<file path="config.mk">
export PLATFORM = sky130hd
export DESIGN_NAME = bilat_norm_div_flat
export DESIGN_NICKNAME = d
export VERILOG_FILES = /design/src/rtl/bilat_norm_div_if.sv /design/src/rtl/bilat_norm_div.sv /design/src/flat_wrapper.sv
export SDC_FILE = /design/constraint.sdc
export NUM_CORES = 1
export LEC_CHECK = 0
export ABC_AREA = 1
export BUFFER_PORTS_ARGS = -buffer_cell sky130_fd_sc_hd__clkbuf_2
export CORE_AREA = 2 2 139 107
export DETAILED_ROUTE_END_ITERATION = 8
export DIE_AREA = 0 0 141 109
export GPL_ROUTABILITY_DRIVEN = 1
export PLACE_DENSITY = 0.83
export SLEW_MARGIN = 20
export SYNTH_ARGS = -nofsm -noshare
export SYNTH_HDL_FRONTEND = slang
export SYNTH_SLANG_ARGS = --single-unit
</file>
<file path="constraint.sdc">
create_clock -name clk -period 2.37 [get_ports clk]
set_input_delay 0 -clock clk [delete_from_list [all_inputs] [get_ports clk]]
set_output_delay 0 -clock clk [all_outputs]
set_load 0.05 [all_outputs]
</file>
<file path="src/rtl/bilat_norm_div_if.sv">
`default_nettype none
// ============================================================================
//  Module      : bilat_norm_div_if
//  Description : Handshake bundle for the bilateral-filter normalisation
//                divider. The input side carries the numerator/denominator
//                pair and the output side carries the filtered pixel.
//  Revision    : 1.0 - initial release
// ----------------------------------------------------------------------------
//  Signals
//    in_valid  : numerator/denominator pair valid   (master -> slave)
//    in_ready  : divider can accept a pair          (slave  -> master)
//    num       : weighted pixel sum, NUM_W bits     (master -> slave)
//    den       : weight sum, DEN_W bits             (master -> slave)
//    out_valid : result valid                       (slave  -> master)
//    out_ready : downstream accepts result          (master -> slave)
//    pix       : quotient pixel, PIX_W bits         (slave  -> master)
//    sat       : result saturated to max            (slave  -> master)
//    div_zero  : denominator was zero               (slave  -> master)
//    busy      : divider not idle                   (slave  -> master)
// ============================================================================
interface bilat_norm_div_if #(
  parameter int NUM_W = 35,
  parameter int DEN_W = 27,
  parameter int PIX_W = 8
);
  logic             in_valid;
  logic             in_ready;
  logic [NUM_W-1:0] num;
  logic [DEN_W-1:0] den;
  logic             out_valid;
  logic             out_ready;
  logic [PIX_W-1:0] pix;
  logic             sat;
  logic             div_zero;
  logic             busy;

  modport master (
    output in_valid, num, den, out_ready,
    input  in_ready, out_valid, pix, sat, div_zero, busy
  );

  modport slave (
    input  in_valid, num, den, out_ready,
    output in_ready, out_valid, pix, sat, div_zero, busy
  );
endinterface
`default_nettype wire

</file>
<file path="src/rtl/bilat_norm_div.sv">
`default_nettype none
// ============================================================================
//  Module      : bilat_norm_div
//  Description : Normalisation stage of the bilateral filter. Divides the
//                weighted pixel sum by the weight sum with an iterative
//                restoring divider (one quotient bit per clock, MSB first)
//                and returns an 8-bit pixel. Zero denominators and quotients
//                that would not fit in PIX_W bits are caught up front.
//  Revision    : 1.0 - initial release
// ----------------------------------------------------------------------------
//  Ports
//    clk   : clock, rising edge
//    rst_n : synchronous active-low reset
//    bus   : bilat_norm_div_if.slave (in_valid/in_ready/num/den,
//            out_valid/out_ready/pix/sat/div_zero, busy)
//  Build option
//    BILAT_DIV_ROUND_EN : adds a ROUND state after the bit loop so the
//                         quotient is round-half-up instead of floor
//                         (normal-divide latency PIX_W+1 instead of PIX_W).
// ============================================================================
module bilat_norm_div #(
  parameter int NUM_W = 35,
  parameter int DEN_W = 27,
  parameter int PIX_W = 8
) (
  input  wire logic        clk,
  input  wire logic        rst_n,
  bilat_norm_div_if.slave  bus
);

  localparam int c_HI_W  = NUM_W - PIX_W;
  localparam int c_CMP_W = (c_HI_W > DEN_W) ? c_HI_W : DEN_W;
  localparam int c_CNT_W = (PIX_W > 1) ? $clog2(PIX_W) : 1;

  localparam logic [1:0] c_ST_IDLE  = 2'd0;
  localparam logic [1:0] c_ST_CALC  = 2'd1;
  localparam logic [1:0] c_ST_DONE  = 2'd2;
  localparam logic [1:0] c_ST_ROUND = 2'd3;

  logic [1:0]         r_state;
  logic [1:0]         w_state_nxt;

  logic [PIX_W-1:0]   r_num_lo;
  logic [DEN_W-1:0]   r_den;
  logic [DEN_W-1:0]   r_rem;
  logic [PIX_W-1:0]   r_q;
  logic [c_CNT_W-1:0] r_cnt;
  logic               r_special;
  logic [PIX_W-1:0]   r_pix;
  logic               r_sat;
  logic               r_div_zero;

  logic               w_in_ready;
  logic               w_out_valid;
  logic               w_busy;

  // Accept-time classification on the raw inputs.
  logic [c_HI_W-1:0]  w_num_hi;
  logic               w_den_zero;
  logic               w_ovf;
  logic               w_accept;

  assign w_num_hi   = bus.num[NUM_W-1:PIX_W];
  assign w_den_zero = (bus.den == '0);
  assign w_ovf      = c_CMP_W'(w_num_hi) >= c_CMP_W'(bus.den);
  assign w_accept   = bus.in_valid && w_in_ready;

  // One restoring step. The remainder is always below den, so shifting it
  // in DEN_W+1 bits can never overflow.
  logic [DEN_W:0]     w_rem_sh;
  logic               w_q_bit;
  logic [PIX_W-1:0]   w_q_nxt;
  logic               w_round_up;

  assign w_rem_sh   = {r_rem, r_num_lo[r_cnt]};
  assign w_q_bit    = (w_rem_sh >= {1'b0, r_den});
  assign w_q_nxt    = {r_q[PIX_W-2:0], w_q_bit};
  // Half-up: the next (fractional) quotient bit would be a one.
  assign w_round_up = ({r_rem, 1'b0} >= {1'b0, r_den});

  // --------------------------------------------------------------------------
  // State register
  // --------------------------------------------------------------------------
  always_ff @(posedge clk) begin
    if (!rst_n) begin
      r_state <= c_ST_IDLE;
    end else begin
      r_state <= w_state_nxt;
    end
  end

  // --------------------------------------------------------------------------
  // Next-state logic
  // Special cases (den==0 or saturating) still spend one cycle in CALC so
  // their result appears one clock after acceptance; no bits are computed.
  // --------------------------------------------------------------------------
  always_comb begin
    w_state_nxt = r_state;
    case (r_state)
      c_ST_IDLE: begin
        if (w_accept) begin
          w_state_nxt = c_ST_CALC;
        end
      end
      c_ST_CALC: begin
        if (r_special) begin
          w_state_nxt = c_ST_DONE;
        end else if (r_cnt == '0) begin
`ifdef BILAT_DIV_ROUND_EN
          w_state_nxt = c_ST_ROUND;
`else
          w_state_nxt = c_ST_DONE;
`endif
        end
      end
      c_ST_ROUND: begin
        w_state_nxt = c_ST_DONE;
      end
      c_ST_DONE: begin
        if (bus.out_ready) begin
          w_state_nxt = c_ST_IDLE;
        end
      end
      default: begin
        w_state_nxt = c_ST_IDLE;
      end
    endcase
  end

  // --------------------------------------------------------------------------
  // Output decode
  // --------------------------------------------------------------------------
  always_comb begin
    w_in_ready  = 1'b0;
    w_out_valid = 1'b0;
    w_busy      = 1'b1;
    case (r_state)
      c_ST_IDLE: begin
        w_in_ready = 1'b1;
        w_busy     = 1'b0;
      end
      c_ST_DONE: begin
        w_out_valid = 1'b1;
      end
      default: begin
        w_busy = 1'b1;
      end
    endcase
  end

  assign bus.in_ready  = w_in_ready;
  assign bus.out_valid = w_out_valid;
  assign bus.busy      = w_busy;
  assign bus.pix       = r_pix;
  assign bus.sat       = r_sat;
  assign bus.div_zero  = r_div_zero;

  // --------------------------------------------------------------------------
  // Datapath
  // Only the low PIX_W numerator bits are kept: the high part seeds the
  // remainder at accept and is never needed again.
  // --------------------------------------------------------------------------
  always_ff @(posedge clk) begin
    if (!rst_n) begin
      r_num_lo   <= '0;
      r_den      <= '0;
      r_rem      <= '0;
      r_q        <= '0;
      r_cnt      <= '0;
      r_special  <= 1'b0;
      r_pix      <= '0;
      r_sat      <= 1'b0;
      r_div_zero <= 1'b0;
    end else begin
      case (r_state)
        c_ST_IDLE: begin
          if (w_accept) begin
            r_num_lo   <= bus.num[PIX_W-1:0];
            r_den      <= bus.den;
            // Truncation is harmless: when it would matter, w_ovf is set
            // and the remainder is never used.
            r_rem      <= DEN_W'(w_num_hi);
            r_q        <= '0;
            r_cnt      <= c_CNT_W'(PIX_W - 1);
            r_special  <= w_den_zero || w_ovf;
            r_div_zero <= w_den_zero;
            r_sat      <= !w_den_zero && w_ovf;
            r_pix      <= (!w_den_zero && w_ovf) ? '1 : '0;
          end
        end
        c_ST_CALC: begin
          if (!r_special) begin
            r_rem <= w_q_bit ? DEN_W'(w_rem_sh - {1'b0, r_den})
                             : w_rem_sh[DEN_W-1:0];
            r_q   <= w_q_nxt;
            r_cnt <= r_cnt - 1'b1;
`ifndef BILAT_DIV_ROUND_EN
            if (r_cnt == '0) begin
              r_pix <= w_q_nxt;
            end
`endif
          end
        end
        c_ST_ROUND: begin
          // Saturate at all-ones; sat only reflects the accept-time check.
          r_pix <= (w_round_up && (r_q != '1)) ? r_q + 1'b1 : r_q;
        end
        default: begin
          r_pix <= r_pix;
        end
      endcase
    end
  end

endmodule
`default_nettype wire

</file>
<file path="src/flat_wrapper.sv">
// flat-port wrapper written by rule: the top's interface ports become plain ports
module bilat_norm_div_flat 
#(
  parameter int NUM_W = 35,
  parameter int DEN_W = 27,
  parameter int PIX_W = 8
)
  (clk, rst_n, bus_in_valid, bus_num, bus_den, bus_out_ready, bus_in_ready, bus_out_valid, bus_pix, bus_sat, bus_div_zero, bus_busy);
  bilat_norm_div_if #(.NUM_W(NUM_W), .DEN_W(DEN_W), .PIX_W(PIX_W)) bus_i ();
  input  wire logic clk;
  input  wire logic rst_n;
  input wire logic [$bits(bus_i.in_valid)-1:0] bus_in_valid;
  input wire logic [$bits(bus_i.num)-1:0] bus_num;
  input wire logic [$bits(bus_i.den)-1:0] bus_den;
  input wire logic [$bits(bus_i.out_ready)-1:0] bus_out_ready;
  output wire logic [$bits(bus_i.in_ready)-1:0] bus_in_ready;
  output wire logic [$bits(bus_i.out_valid)-1:0] bus_out_valid;
  output wire logic [$bits(bus_i.pix)-1:0] bus_pix;
  output wire logic [$bits(bus_i.sat)-1:0] bus_sat;
  output wire logic [$bits(bus_i.div_zero)-1:0] bus_div_zero;
  output wire logic [$bits(bus_i.busy)-1:0] bus_busy;
  assign bus_i.in_valid = bus_in_valid;
  assign bus_i.num = bus_num;
  assign bus_i.den = bus_den;
  assign bus_i.out_ready = bus_out_ready;
  assign bus_in_ready = bus_i.in_ready;
  assign bus_out_valid = bus_i.out_valid;
  assign bus_pix = bus_i.pix;
  assign bus_sat = bus_i.sat;
  assign bus_div_zero = bus_i.div_zero;
  assign bus_busy = bus_i.busy;
  bilat_norm_div #(.NUM_W(NUM_W), .DEN_W(DEN_W), .PIX_W(PIX_W)) u_core (.clk(clk), .rst_n(rst_n), .bus(bus_i));
endmodule
</file>
Word-level counts from Yosys, hierarchy flattened
Index checks and enable logic that the tools add are counted.
- bits of input ports: 66
- bits in registers: 86
- output and inout bits: 13
- reductions and logical operators: 14
- magnitude comparators: 4
- equal/unequal tests: 9
- $add $sub $neg: 3
- multiplexer cells: 26
- operator list (operator ; count):
    $mux 27 ; 3
    $ge 28x27->1 ; 2
    $mux 8 ; 7
    $pmux 27 s2 ; 1
    $ge 27x27->1 ; 1
    $logic_not 27->1 ; 1
    $sub 27x27->27 ; 1
    $pmux 8 s3 ; 1
    $pmux 8 s2 ; 1
    $add 8x1->8 const B ; 1
    $mux 2 ; 4
    $ne 8x8->1 const B ; 1
    $pmux 2 s4 ; 1
    $mux 3 ; 2
    $pmux 3 s2 ; 1
    $reduce_and 3->1 ; 2
    $eq 2x2->1 const B ; 2
    $lt 3x4->1 const B ; 1
    $mux 1 ; 4
    $ne 2x1->1 const B ; 2
    $ne 2x2->1 const B ; 2
    $reduce_and 4->1 ; 1
    $bmux 1 s3 ; 1
    $logic_and 1x1->1 ; 3
    10 further kinds ; 10

Depth between registers and ports, before layout
Gate-level depths: netlist (run 1).
- word-level depth: 6
- gate-level depth with buffers: 19
- gate-level depth less buffers: 18

Worst setup path after synthesis (run 1)
Ideal clock, no wire load.
- path kind: reg-to-reg
- from: register u_core.r_cnt[0]
- to: register u_core.r_rem[9]
- cell stages (with the launch flop): 17
- data arrival time: 2.430 ns
- setup slack: -0.188 ns
- library setup time: 0.128 ns
- clock period less this slack: 2.558 ns
- cell sequence: dfxtp_1 > inv_1 > o21ai_0 > o22ai_1 > o21ai_0 > ha_1 > inv_1 > fa_1 > nand2_1 > nand2_1 > nand2_1 > nand4_1 > nand2_2 > buf_2 > nand3_1 > a31oi_1 > nor2_1
- cells in the longest elaborated chain, start to end: 6
- elaborated cells on any way between the ends: 7
- RTL lines (what ; RTL line ; text):
    start, declared ; bilat_norm_div.sv:47 ; logic [c_CNT_W-1:0] r_cnt;
    start signal, assigned ; bilat_norm_div.sv:184 ; r_cnt <= c_CNT_W'(PIX_W - 1);
    start signal, assigned ; bilat_norm_div.sv:196 ; r_cnt <= r_cnt - 1'b1;
    $bmux 1 s3 (*) ; bilat_norm_div.sv:75 ; assign w_rem_sh = {r_rem, r_num_lo[r_cnt]};
    $mux 1 (not written as such) (*) ; bilat_norm_div.sv:75 ;
    $sub 27x27->27 or $ge 28x27->1 (tied branches) ; bilat_norm_div.sv:193, bilat_norm_div.sv:76 ;
    $mux 27 (*) ; bilat_norm_div.sv:193 ; r_rem <= w_q_bit ? DEN_W'(w_rem_sh - {1'b0, r_den})
    $mux 27 (*) ; bilat_norm_div.sv:192 ; if (!r_special) begin
    $pmux 27 s2 (*) ; bilat_norm_div.sv:175 ; case (r_state)
    end signal, assigned ; bilat_norm_div.sv:182 ; r_rem <= DEN_W'(w_num_hi);
    end signal, assigned ; bilat_norm_div.sv:193 ;
    end, declared ; bilat_norm_div.sv:45 ; logic [DEN_W-1:0] r_rem;
Mark *: on every way between the ends. The rest lies on a longest branch, timed or not. The select of a mux whose other input is x is not followed.
A chain may end at the register's enable or synchronous reset.

Worst setup path in the final report (run 1)
- from: register u_core.r_cnt[0]
- to: register u_core.r_rem[3]
Same word-level chain as after synthesis.

==> results of run 1 <==
## state kept, by name (all words and copies together), names as in the netlist, 2 cells and up
name and cells:
u_core.r_q 8, u_core.r_den 27, u_core.bus.pix 8, u_core.r_rem 27
u_core.r_num_lo 8, u_core.r_state 2, u_core.r_cnt 3
## through the flow
step,util (%),total power [mW],worst slack (ns),cells,area (um^2)
CTS,59.7,6.86,-0.125,1436,8440
detailed placement,53.8,5.14,-0.151,1378,7600
floorplan,-,4.27,0.0344,1124,6920
global placement,53.8,5.07,-0.0568,1378,7600
global route,61.3,7.66,-0.368,1443,8650
finish,61.3,7.21,-0.288,1443,8650
## cell families (layout without fill, tap and decap cells)
logic type / after synthesis / in the layout / synth area share [%]
AND/OR/NAND/NOR: 512 / 515 / 32.5
buffers and inverters: 230 / 366 / 13.0
AO/OA/AOI/OAI: 224 / 224 / 17.2
flip-flops: 86 / 86 / 24.9
adder cells (fa/ha/maj): 58 / 58 / 10.6
XOR/XNOR: 14 / 14 / 1.77
## cell type report
class / instances / area, um^2 / area share, %
Clock inverter: 6 / 87.6 / 1.01
Clock buffer: 9 / 225 / 2.60
Multi-Input combinational cell: 811 / 4530 / 52.4
Timing Repair Buffer: 155 / 1120 / 12.9
Tap cell: 180 / 225 / 2.60
Sequential cell: 86 / 1730 / 19.9
Inverter: 196 / 738 / 8.53
## worst min-delay path by stage
stage           startpoint  slack, ns  depth (start not counted)                              end
2_1_floorplan   bus_num[0]       0.17                          2  u_core.r_num_lo[0]$_SDFFE_PN0P_
3_3_place_gp    bus_num[7]       0.25                          3  u_core.r_num_lo[7]$_SDFFE_PN0P_
3_5_place_dp    bus_num[6]       0.26                          3  u_core.r_num_lo[6]$_SDFFE_PN0P_
4_1_cts        bus_den[13]     0.0002                          3    u_core.r_den[13]$_SDFFE_PN0P_
5_1_grt        bus_den[14]       0.01                          3    u_core.r_den[14]$_SDFFE_PN0P_
6_report       bus_num[17]      0.003                          5     u_core.r_rem[9]$_SDFFE_PN0P_
## cell usage after synthesis (all sizes together) (2+ instances only)
master / count
o22ai: 2
nand2: 269
xnor2: 11
a31oi: 12
a21o: 4
nor2: 111
nand3: 97
nand3b: 2
nor4: 3
xor2: 3
clkbuf: 17
o21ai: 96
and2: 3
o21bai: 4
ha: 57
nor3: 4
a21oi: 101
inv: 196
buf: 17
nand4: 21
dfxtp: 86
## layer usage
metal	vias to the layer above	wire length (um)
li1	3901	-
met1	3608	9020
met2	503	9900
met3	111	2540
met4	0	1240
met5	-	0
## power groups by stage
stage	registers (mW)	logic (mW)	clock network (mW)
3_3_place_gp	1.78	3.29	0
2_1_floorplan	1.86	2.42	0
3_5_place_dp	1.79	3.35	0
4_1_cts	1.76	3.56	1.53
5_1_grt	1.79	4.28	1.59
6_report	1.77	3.92	1.52
## worst max-delay path, stage by stage (launching register included)
cell                      delay [ns]
sky130_fd_sc_hd__dfxtp_4        0.38
sky130_fd_sc_hd__inv_4          0.06
sky130_fd_sc_hd__o21ai_2        0.11
sky130_fd_sc_hd__o22ai_2        0.10
sky130_fd_sc_hd__o21ai_2        0.18
sky130_fd_sc_hd__ha_2           0.20
sky130_fd_sc_hd__inv_2          0.04
sky130_fd_sc_hd__fa_2           0.36
sky130_fd_sc_hd__nand2_1        0.07
sky130_fd_sc_hd__nand2_1        0.06
sky130_fd_sc_hd__nand2_1        0.08
sky130_fd_sc_hd__nand4_1        0.14
sky130_fd_sc_hd__nand2_4        0.22
sky130_fd_sc_hd__nand2_8        0.13
sky130_fd_sc_hd__buf_6          0.16
sky130_fd_sc_hd__nand2_2        0.09
sky130_fd_sc_hd__a31oi_4        0.10
sky130_fd_sc_hd__nor2_2         0.10
## what timing repair did
action,in CTS,in global routing
pin swaps,4,25
hold buffers,38,0
gates cloned,2,2
endpoints found under the setup margin,29,36
endpoints found under the hold margin,38,0
gates resized for setup,24,32
buffers inserted,3,5
==> summary.md, run 1 <==
The tools report the number of DRC markers after the initial detailed-route iteration as 813. Summed over all nets, the switching power comes to 3.26 mW. The fraction of layout instances using a drive strength above 1 is 16.2%. After detailed routing, the number of vias per cell comes to 5.63.

The minimum hold slack is 0.00306 ns. The die covers 0.0154 mm^2. The tools report the total global routing track utilization as 28.8%. The logs give 79 for the count of boundary I/O pins and 21.1% for the clock power share. The number of buffers between clock root and the deepest sink was 2; the total CTS buffers was 9. The max-slew violation count is 0. Summed over all cells, the static leakage comes to 4.44 nW. The number of antenna diodes in the final layout is 0. The final-report hold violation count is 0, and the number of antenna violations at the first check in global routing is 0. The met2 layer usage reported by global route is 46.7%. The initial utilization of the core area, before any placement, comes to 49.0%. For flop-to-flop paths, the worst setup slack is -0.29 ns. The capture point of the critical path was u_core.r_rem[3]$_SDFFE_PN0P_. The library cell used most frequently in the layout, excluding fill and tap cells, is sky130_fd_sc_hd__nand2_1. The power density normalized to cell area was 834 mW/mm^2.

The tools report the reg-to-reg critical path startpoint as u_core.r_cnt[0]$_SDFFE_PN0P_. At the pin with the least slew margin, the transition time is 0.883 ns. The maximum fanout along the worst path is 7, and the power share of the sequential group is 24.6%.

The data arrival time of the critical path was 2.95 ns; the total of endpoints with negative setup slack in the final report was 29. In the post-synthesis netlist, the biggest area contributors are sky130_fd_sc_hd__dfxtp_1 (25%), sky130_fd_sc_hd__nand2_1 (14%), sky130_fd_sc_hd__ha_1 (10%), sky130_fd_sc_hd__inv_1 (10%), sky130_fd_sc_hd__a21oi_1 (7.2%). TritonCTS built the clock tree.

Leaving out fill and tap cells, the most frequent cells in the layout are sky130_fd_sc_hd__nand2_1 (252), sky130_fd_sc_hd__inv_1 (187), sky130_fd_sc_hd__nor2_1 (99). Reg-to-reg critical path endpoint: u_core.r_rem[3]$_SDFFE_PN0P_. Cell type with the highest aggregate area in the netlist: sky130_fd_sc_hd__dfxtp_1. After filler insertion, the fill cell instance count of the layout stands at 1163. The number of global-route vias before repair was 7647; the synthesis warning total was 0.

The largest net degree at the start of global routing came out at 63. The remaining antenna violation count after routing is 0. For this run, design rule violations remaining after detail routing come to 0. Clock latency on the worst-skew pair, taken at its later pin, is 0.36 ns. At the worst endpoint, the required time is 2.66 ns. The run gives 7 as the number of iterations in the first detailed-routing pass. The floorplan step set the die height to 109 um. Summed over all layers, the routed wires come to 22700 um.

The detailed-route via count is 8123, and the number of unique standard cell types used by synthesis is 43. Fraction of synthesis flops using an asynchronous set or reset pin: 0%. Setup repair after global routing could not meet its margin everywhere.

Synthesized area: 0.00692 mm^2. The net count of the finished layout is 1383. The flow ran to the end, but the final reports show violations.

VDD sags by at most 0.755 mV. After technology mapping, the gate count stands at 1124. In the finished design, the share of the clock period the worst path needs comes to 112%.

For the final database, setup skew stands at 0.00800 ns. CTS saw 86 sinks. The tree is rooted in a sky130_fd_sc_hd__clkbuf_16. The most critical setup path has its startpoint at u_core.r_cnt[0]$_SDFFE_PN0P_.

In this run the core area contains 38 standard-cell rows. The final worst setup slack is -0.288 ns. The synthesized design contains 0 enable-type register cells.

Summed over its instances, the top area cell type makes up 24.9% of the synthesized netlist area. Internal power comes to 3.95 mW. Measured against its own limit, the worst slew margin works out to 41.1%.

The busiest layer in global routing was met2. The tools report the fraction of the yosys area taken by sequential cells as 24.9%. The remaining global-route overflow is 0. Flip-flop and latch count after synthesis: 86.

The H-tree was split into 3 levels. After synthesis, the mean cell area works out to 6.15 um^2. The post-synthesis to final-layout area growth is 25.1%, and the total core area is 0.0141 mm^2. The kind of path behind the tightest hold check was in -> reg.

The checks that failed: negative setup slack. Clock-pin transition on the worst setup and hold timing paths: 0.07 ns. In the global route stage, met3 resource usage came out at 7.03%.

From left edge to right edge, the die measures 141 um. Detailed placement finished with a half-perimeter wire length of 15500 um. The post-route setup TNS is -6.65 ns, and the post-route minimum period is 2.66 ns. Of the total power, combinational logic draws 54.3%. The weighted congestion reported at the end of routability-driven placement came out at 1.00. Among all flip-flop cells after synthesis, the most frequent one is sky130_fd_sc_hd__dfxtp_1.

The met1 demand-to-capacity share in global routing was 35.9%; the count of buffers inserted at the top-level ports was 78. The worst setup path is launched from a register. The routed wire length per instance is 15.7 um. The worst reg-to-reg path cell count is 17. The kind of end point of the critical path was a register. Synthesis produced a netlist with a net count of 1248. Across the run, the number of max-cap violations was 0.

The top achievable clock speed came out at 0.376 GHz. The switching part of the total power came out at 45.2%. The type of the setup path with the least slack was reg -> reg. The first global-routing pass estimated 35600 um of wire.
(Power assumes the default switching activity.)
==> run 2: changes to the inputs <==
- REMOVE_ABC_BUFFERS: not set -> 1
==> run 2 against run 1 <==
Against the previous run:
- the flow still finishes with violations (negative setup slack)
- sequential power about the same
- flip-flop and latch count did not move
- highest routed layer unchanged
- clock skew is 0.0021 ns lower
- critical path type unchanged
- power up 2.9%
- global-route usage grew 1.3 points
- die area unchanged
==> summary.md, run 2 (synthesized netlist as in run 1, its figures left out) <==
The flow ran to the end, but the final reports show violations. The final reports fail on negative setup slack. The sequential cell area was 0.00173 mm^2; the floorplan die area was 0.0154 mm^2.

In this run the tightest slew margin relative to its limit is 35.3%. The routed wire length per instance was 16.1 um; the power dissipated by switching net loads was 3.33 mW. The logs give 0 for the number of antenna violations at the first check in global routing and 0.35 ns for the clock latency reported for the late side of the worst-skew pair.

Dividing the final minimum period by the clock period gives 115%. The post-detailed-routing wire length is 23400 um. The largest net degree at the start of global routing was 66. Setup slack on the worst reg-to-reg path comes out at -0.35 ns.

The largest registers in the layout are u_core.r_den x27, u_core.r_rem x27. The run gives 0.00876 mm^2 as the final design area excluding fillers. The run gives 1151 as the number of fill cells.

The total of endpoints with negative setup slack in the final report was 29; the minimum hold slack was 0.0142 ns. The run gives 0.00758 mm^2 as the cell area after placement. The fraction of layout instances using a drive strength above 1 was 17.5%. The clock-pin transition on the worst setup and hold timing paths is 0.06 ns, and the final worst setup slack is -0.345 ns. Counting along the longest clock path gives a buffer depth of 2.

The number of iterations in the first detailed-routing pass is 6. The power density normalized to cell area works out to 847 mW/mm^2. The area of the multi-input gates is 0.00452 mm^2, and the post-route minimum period is 2.72 ns. The H-tree depth was 3. Worst reg-to-reg path cell count: 18. In the layout the commonest cells are sky130_fd_sc_hd__nand2_1 (249), sky130_fd_sc_hd__inv_1 (187), sky130_fd_sc_hd__nor2_1 (101).

Power share of the sequential group: 23.8%. The number of global-route vias before repair came out at 7682. The vertical die dimension was 109 um. After layout, the design draws a total of 7.42 mW. The worst setup path is launched from a register. Relative to the synthesized area, the layout overhead comes to 26.7%. The tools report the total core area as 0.0141 mm^2. The count of cells in the finished layout, fillers not included, comes to 1454. Setup repair after global routing could not meet its margin everywhere. The run gives 86 as the clock sink count. The tools report the reg-to-reg critical path startpoint as u_core.r_cnt[0]$_SDFFE_PN0P_. Summed over all nets, the half-perimeter wirelength after detailed placement is 15900 um. For the effective utilization at floorplan, the log shows 49.0%. The tools report the final-report hold violation count as 0. The path with the worst hold slack has its endpoint at u_core.r_rem[3]$_SDFFE_PN0P_.

Data on the critical path arrives at its endpoint at 2.98 ns. The cell count of the worst hold path is 5, and the diode insertion count for antenna repair is 0. Leaving out fill and tap cells, the most frequent cell in the layout is sky130_fd_sc_hd__nand2_1. In this run the worst path has a maximum fanout of 8. The floorplan has 38 rows.

In this run the clock root is driven by a sky130_fd_sc_hd__clkbuf_16. The total overflow left after global routing is 0. The congestion estimate from routability-driven global placement came to 1.01. Net switching is 44.9% of the power. The tools report the max-slew violation count as 0.

The logs give 8214 for the detailed-route via count and 0 for the count of max-cap constraint violations. The floorplan step set the die width to 141 um. The top achievable clock speed was 0.368 GHz; the total global routing track utilization was 30.1%. 79 I/O pins were placed.

The tools report the first-pass GRT wire length as 36900 um. For the static leakage, the log shows 4.48 nW. Cells fill 62.1% of the core in the end.

The tools report the reg-to-reg critical path endpoint as u_core.r_rem[26]$_SDFFE_PN0P_. Summed over all failing endpoints, the final setup total negative slack is -7.11 ns. The startpoint identified for the worst hold timing path is bus_num[11]. The count of buffers added on input and output ports is 78. The tools report the combinational share of power as 55.2%.

Kind of path behind the tightest hold check: in -> reg. TritonCTS built the clock tree. The clock network accounts for 20.9% of the total power. The internal power was 4.08 mW. In this run, CTS created clock tree buffers numbering 9. The kind of end point of the critical path was a register. The final clock skew is 0.00587 ns, and the post-placement worst setup slack is -0.511 ns. The critical path data required time was 2.64 ns; the placed instance count was 1374.

The via-per-instance ratio was 5.65; the DRC violation count after routing was 0. The critical path is of the reg -> reg type. For the pin with the worst max-slew slack, the measured transition is 0.969 ns. The number of DRC markers after the initial detailed-route iteration is 1110, and the remaining antenna violation count after routing is 0. The worst supply voltage drop on vdd is 0.746 mV. The number of nets in the finished design came out at 1394.
[run 2: power groups by stage]
stage	clock network [mW]	registers [mW]	logic (mW)
6_report	1.55	1.77	4.10
5_1_grt	1.62	1.79	4.47
4_1_cts	1.55	1.76	3.68
3_5_place_dp	0	1.79	3.39
3_3_place_gp	0	1.78	3.32
2_1_floorplan	0	1.85	2.32
[run 2: critical path, stage by stage (launching register included)]
cell,delay (ns)
sky130_fd_sc_hd__dfxtp_4,0.39
sky130_fd_sc_hd__inv_4,0.05
sky130_fd_sc_hd__buf_6,0.11
sky130_fd_sc_hd__nor2_4,0.06
sky130_fd_sc_hd__o211ai_1,0.09
sky130_fd_sc_hd__o21ai_1,0.13
sky130_fd_sc_hd__ha_2,0.21
sky130_fd_sc_hd__inv_2,0.04
sky130_fd_sc_hd__fa_2,0.34
sky130_fd_sc_hd__nand2_2,0.08
sky130_fd_sc_hd__nand2_2,0.06
sky130_fd_sc_hd__nand2_2,0.07
sky130_fd_sc_hd__nand4_1,0.11
sky130_fd_sc_hd__nand2_2,0.20
sky130_fd_sc_hd__nand2_4,0.15
sky130_fd_sc_hd__buf_12,0.18
sky130_fd_sc_hd__nand3_2,0.06
sky130_fd_sc_hd__nand2_1,0.07
sky130_fd_sc_hd__a21oi_1,0.19
[run 2: layout make-up]
cell class,count,area share [%]
repair buffers,168,14.0
inverters,196,8.42
flip-flops and latches,86,19.7
multi-input cells,809,51.6
well taps,180,2.57
clock buffers,10,2.73
clock inverters,5,0.942
[run 2: worst max-delay path by stage]
stage | from | endpoint
after floorplan | u_core.r_state[1]$_SDFFE_PN0P_ | u_core.r_rem[0]$_SDFFE_PN0P_
after global placement | u_core.r_cnt[0]$_SDFFE_PN0P_ | u_core.r_rem[6]$_SDFFE_PN0P_
after detailed placement | u_core.r_cnt[0]$_SDFFE_PN0P_ | u_core.r_rem[10]$_SDFFE_PN0P_
after CTS | u_core.r_cnt[0]$_SDFFE_PN0P_ | u_core.r_rem[10]$_SDFFE_PN0P_
after global routing | u_core.r_cnt[0]$_SDFFE_PN0P_ | u_core.r_rem[26]$_SDFFE_PN0P_
final | u_core.r_cnt[0]$_SDFFE_PN0P_ | u_core.r_rem[26]$_SDFFE_PN0P_
[run 2: what timing repair did]
item,in CTS,in global routing
pin swaps,33,18
hold buffers,42,0
setup buffers,16,8
endpoints found under the setup margin,29,36
resized for setup,32,46
hold endpoints to repair,42,0
gates cloned,2,0
[run 2: per-layer routing]
metal / vias up / track usage [%] / part of all wire (%)
li1: 3926 / - / -
met1: 3731 / 38.7 / 41
met2: 466 / 47.9 / 44
met3: 91 / 7.91 / 11
met4: 0 / 13.1 / 4.3
met5: - / 0 / 0
==> run 3: changes to the inputs <==
- CTS_CLUSTER_SIZE: not set -> 20
- PLACE_DENSITY: 0.83 -> 0.74
==> run 3 against run 2 <==
Against the previous run:
- the flow still finishes with violations (negative setup slack)
- via count down 2.9%
- sequential share of layout area down 0.27 points
- cell area up 1.4%
- combinational power up 2%
- hold slack worse by 0.0059 ns
==> summary.md, run 3 (synthesized netlist as in run 1, its figures left out) <==
The flow ran to the end, but the final reports show violations. The maximum fanout along the worst path is 4, and the critical path data required time is 2.66 ns. For the number of fill cells, the log shows 1227.

For the final-report hold violation count, the log shows 0. The tools report the root buffer cell as sky130_fd_sc_hd__clkbuf_16. Type of the setup path with the least slack: reg -> reg. Cell type with the highest occurrence count on the critical path: sky130_fd_sc_hd__buf_4. The total global routing track utilization was 29.6%. TritonCTS built the clock tree. The most frequent standard cell in the layout excluding fill and tap cells is sky130_fd_sc_hd__nand2_1. After clock tree synthesis, the clock-pin slew on the worst setup and hold paths is 0.07 ns.

The data arrival time of the critical path came out at 2.95 ns. Detailed placement finished with a half-perimeter wire length of 15900 um. The floorplan step defined a die boundary enclosing 0.0154 mm^2. IR analysis of the VDD net gives a maximum drop of 0.680 mV.

Compared with the post-synthesis result, the final layout area differs by 28.5%. The min-delay analysis places its worst path in the category in -> reg. CTS built an H-tree with a depth of 3. Setup violations remaining at the end of the flow were counted as 29.

The logs give 0 for the count of max-cap constraint violations and 8 for the number of iterations in the first detailed-routing pass. 0 antenna diodes ended up in the layout. The number of buffers and inverters on the critical path works out to 13.

Traced cell by cell, the critical path runs through buf_6 > nor2_2 > nor2_1 > o21ai_1 > o211ai_1 > o21ai_1 > buf_4 > buf_4 > buf_4 > buf_4 > buf_4 > buf_4 > buf_4 > buf_4 > buf_4 > buf_4 > buf_4 > buf_4 > nand3_1 > a31oi_1 > nor2_1. In the routed design, unresolved DRC markers number 0. For the pin with the worst max-slew slack, the measured transition is 0.574 ns. The number of antenna violations at the first check in global routing was 0. For this run, the top clock speed supported by timing is 0.376 GHz. The total CTS buffers was 9; the site row count was 38.

The dominant delay contributor by cell family on the critical path was buffers and inverters. The count of buffers inserted at the top-level ports works out to 78. The effective utilization at floorplan is 49.0%.

For the max-slew violation count, the log shows 0. Global routing finished with a remaining overflow of 0. After floorplanning, the core was sized to cover 0.0141 mm^2.

The post-route setup TNS is -6.54 ns. The number of nets in the finished design was 1401; the ratio of final minimum period to clock period was 112%. Critical-path cell with the highest stage delay: sky130_fd_sc_hd__dfxtp_4. The first global-routing pass estimated 36100 um of wire. The post-route minimum period came out at 2.66 ns. The largest registers in the layout are u_core.r_den x27, u_core.r_rem x27. The weighted congestion reported at the end of routability-driven placement is 0.985, and the routed wire length per instance is 15.4 um. The die is 141 um wide. Dividing the detail-routed via count by the number of cells gives 5.45. In this run, the number of DRC markers left after iteration 0 of detailed routing was 668. The worst pin sits at a relative slew slack of 61.4%. On the final layout, the worst clock skew is 0.00914 ns. Cells with a size suffix above 1 make up 18.2% of the layout. For the static leakage, the log shows 4.53 nW. The run gives 0.36 ns as the clock latency reported for the late side of the worst-skew pair. OpenSTA, run right after detailed placement, puts the worst setup slack at -0.362 ns. The final reports fail on negative setup slack. The final route contains 7973 vias.

The vertical die dimension came out at 109 um. The count of boundary I/O pins is 79. Entering global routing, the biggest net connects 66 pins. The run gives 7260 as the number of global-route vias before repair.

Number of buffers between clock root and the deepest sink: 2. For the final worst setup slack, the log shows -0.291 ns. The startpoint type of the worst setup path is a register. In the layout the commonest cells are sky130_fd_sc_hd__nand2_1 (245), sky130_fd_sc_hd__inv_1 (187), sky130_fd_sc_hd__nor2_1 (102). The clock sink count was 86; the post-detailed-routing wire length was 22500 um. Setup repair after global routing could not meet its margin everywhere. On the worst path, the slowest cell contributes a delay of 0.37 ns.

For this design the ratio of total power to cell area is 851 mW/mm^2. The detail route stage leaves a number of antenna-violating nets equal to 0. The worst setup path is captured at a register.
==> run 3: cell types whose count changed in the layout (fill, tap and decap cells not counted), sizes merged <==
cell	change
buf	+7
clkinv	-2
clkinvlp	+2
dlygate4sd3	-2
inv	+2
nand2	+2
clkbuf	-1
==> run 3: layout make-up <==
type | count | area (um^2) | share of cell area (%)
multi-input combinational | 811 | 4610 | 51.8
sequential | 86 | 1730 | 19.4
timing repair buffer | 173 | 1260 | 14.2
inverter | 196 | 738 | 8.31
clock buffer | 9 | 225 | 2.53
tap | 180 | 225 | 2.53
clock inverter | 7 | 104 | 1.17
==> run 3: layer usage <==
metal | routed length (um) | vias up | track usage (%)
met1 | 10200 | 3608 | 41.3
met5 | 0 | - | 0
met4 | 560 | 0 | 9.50
met3 | 2220 | 48 | 7.38
li1 | - | 3940 | -
met2 | 9560 | 377 | 45.0
==> run 3: per-stage QoR <==
stage                     utilization (%)  cells  area [um^2]  hold slack, ns  power, mW
after global routing                 62.9   1462         8890          0.0329       8.05
final                                62.9   1462         8890         0.00834       7.56
after CTS                            61.4   1460         8660         0.00200       7.15
after global placement               54.0   1382         7620           0.251       5.15
after detailed placement             54.0   1382         7620           0.257       5.18
after floorplan                         -   1090         6750           0.132       4.18
==> run 3: final timing paths <==
check	start	end	slack [ns]	depth (start not counted)
max	u_core.r_cnt[0]$_SDFFE_PN0P_	u_core.r_rem[0]$_SDFFE_PN0P_	-0.29	21
min	bus_den[9]	u_core.r_den[9]$_SDFFE_PN0P_	0.008	3
max reg2reg	u_core.r_cnt[0]$_SDFFE_PN0P_	u_core.r_rem[0]$_SDFFE_PN0P_	-0.29	21
min reg2reg	u_core.r_den[6]$_SDFFE_PN0P_	u_core.r_den[6]$_SDFFE_PN0P_	0.46	2
==> run 3: what timing repair did <==
| action | CTS | global route |
|---|---|---|
| pin swaps | 15 | 29 |
| resized for setup | 33 | 46 |
| hold endpoints to repair | 40 | 0 |
| gates cloned | 3 | 1 |
| hold buffers | 40 | 0 |
| endpoints found under the setup margin | 29 | 36 |
| buffers inserted | 19 | 2 |
==> run 3: report_power, final <==
| group | switching [mW] | internal (mW) |
|---|---|---|
| registers | 0.129 | 1.64 |
| logic | 2.64 | 1.55 |
| clock network | 0.658 | 0.939 |
==> run 3: worst min-delay path: cells and delay by family <==
kind	cells	cell delay, ns
compound gates	2	0.21
buf+inv	1	0.11
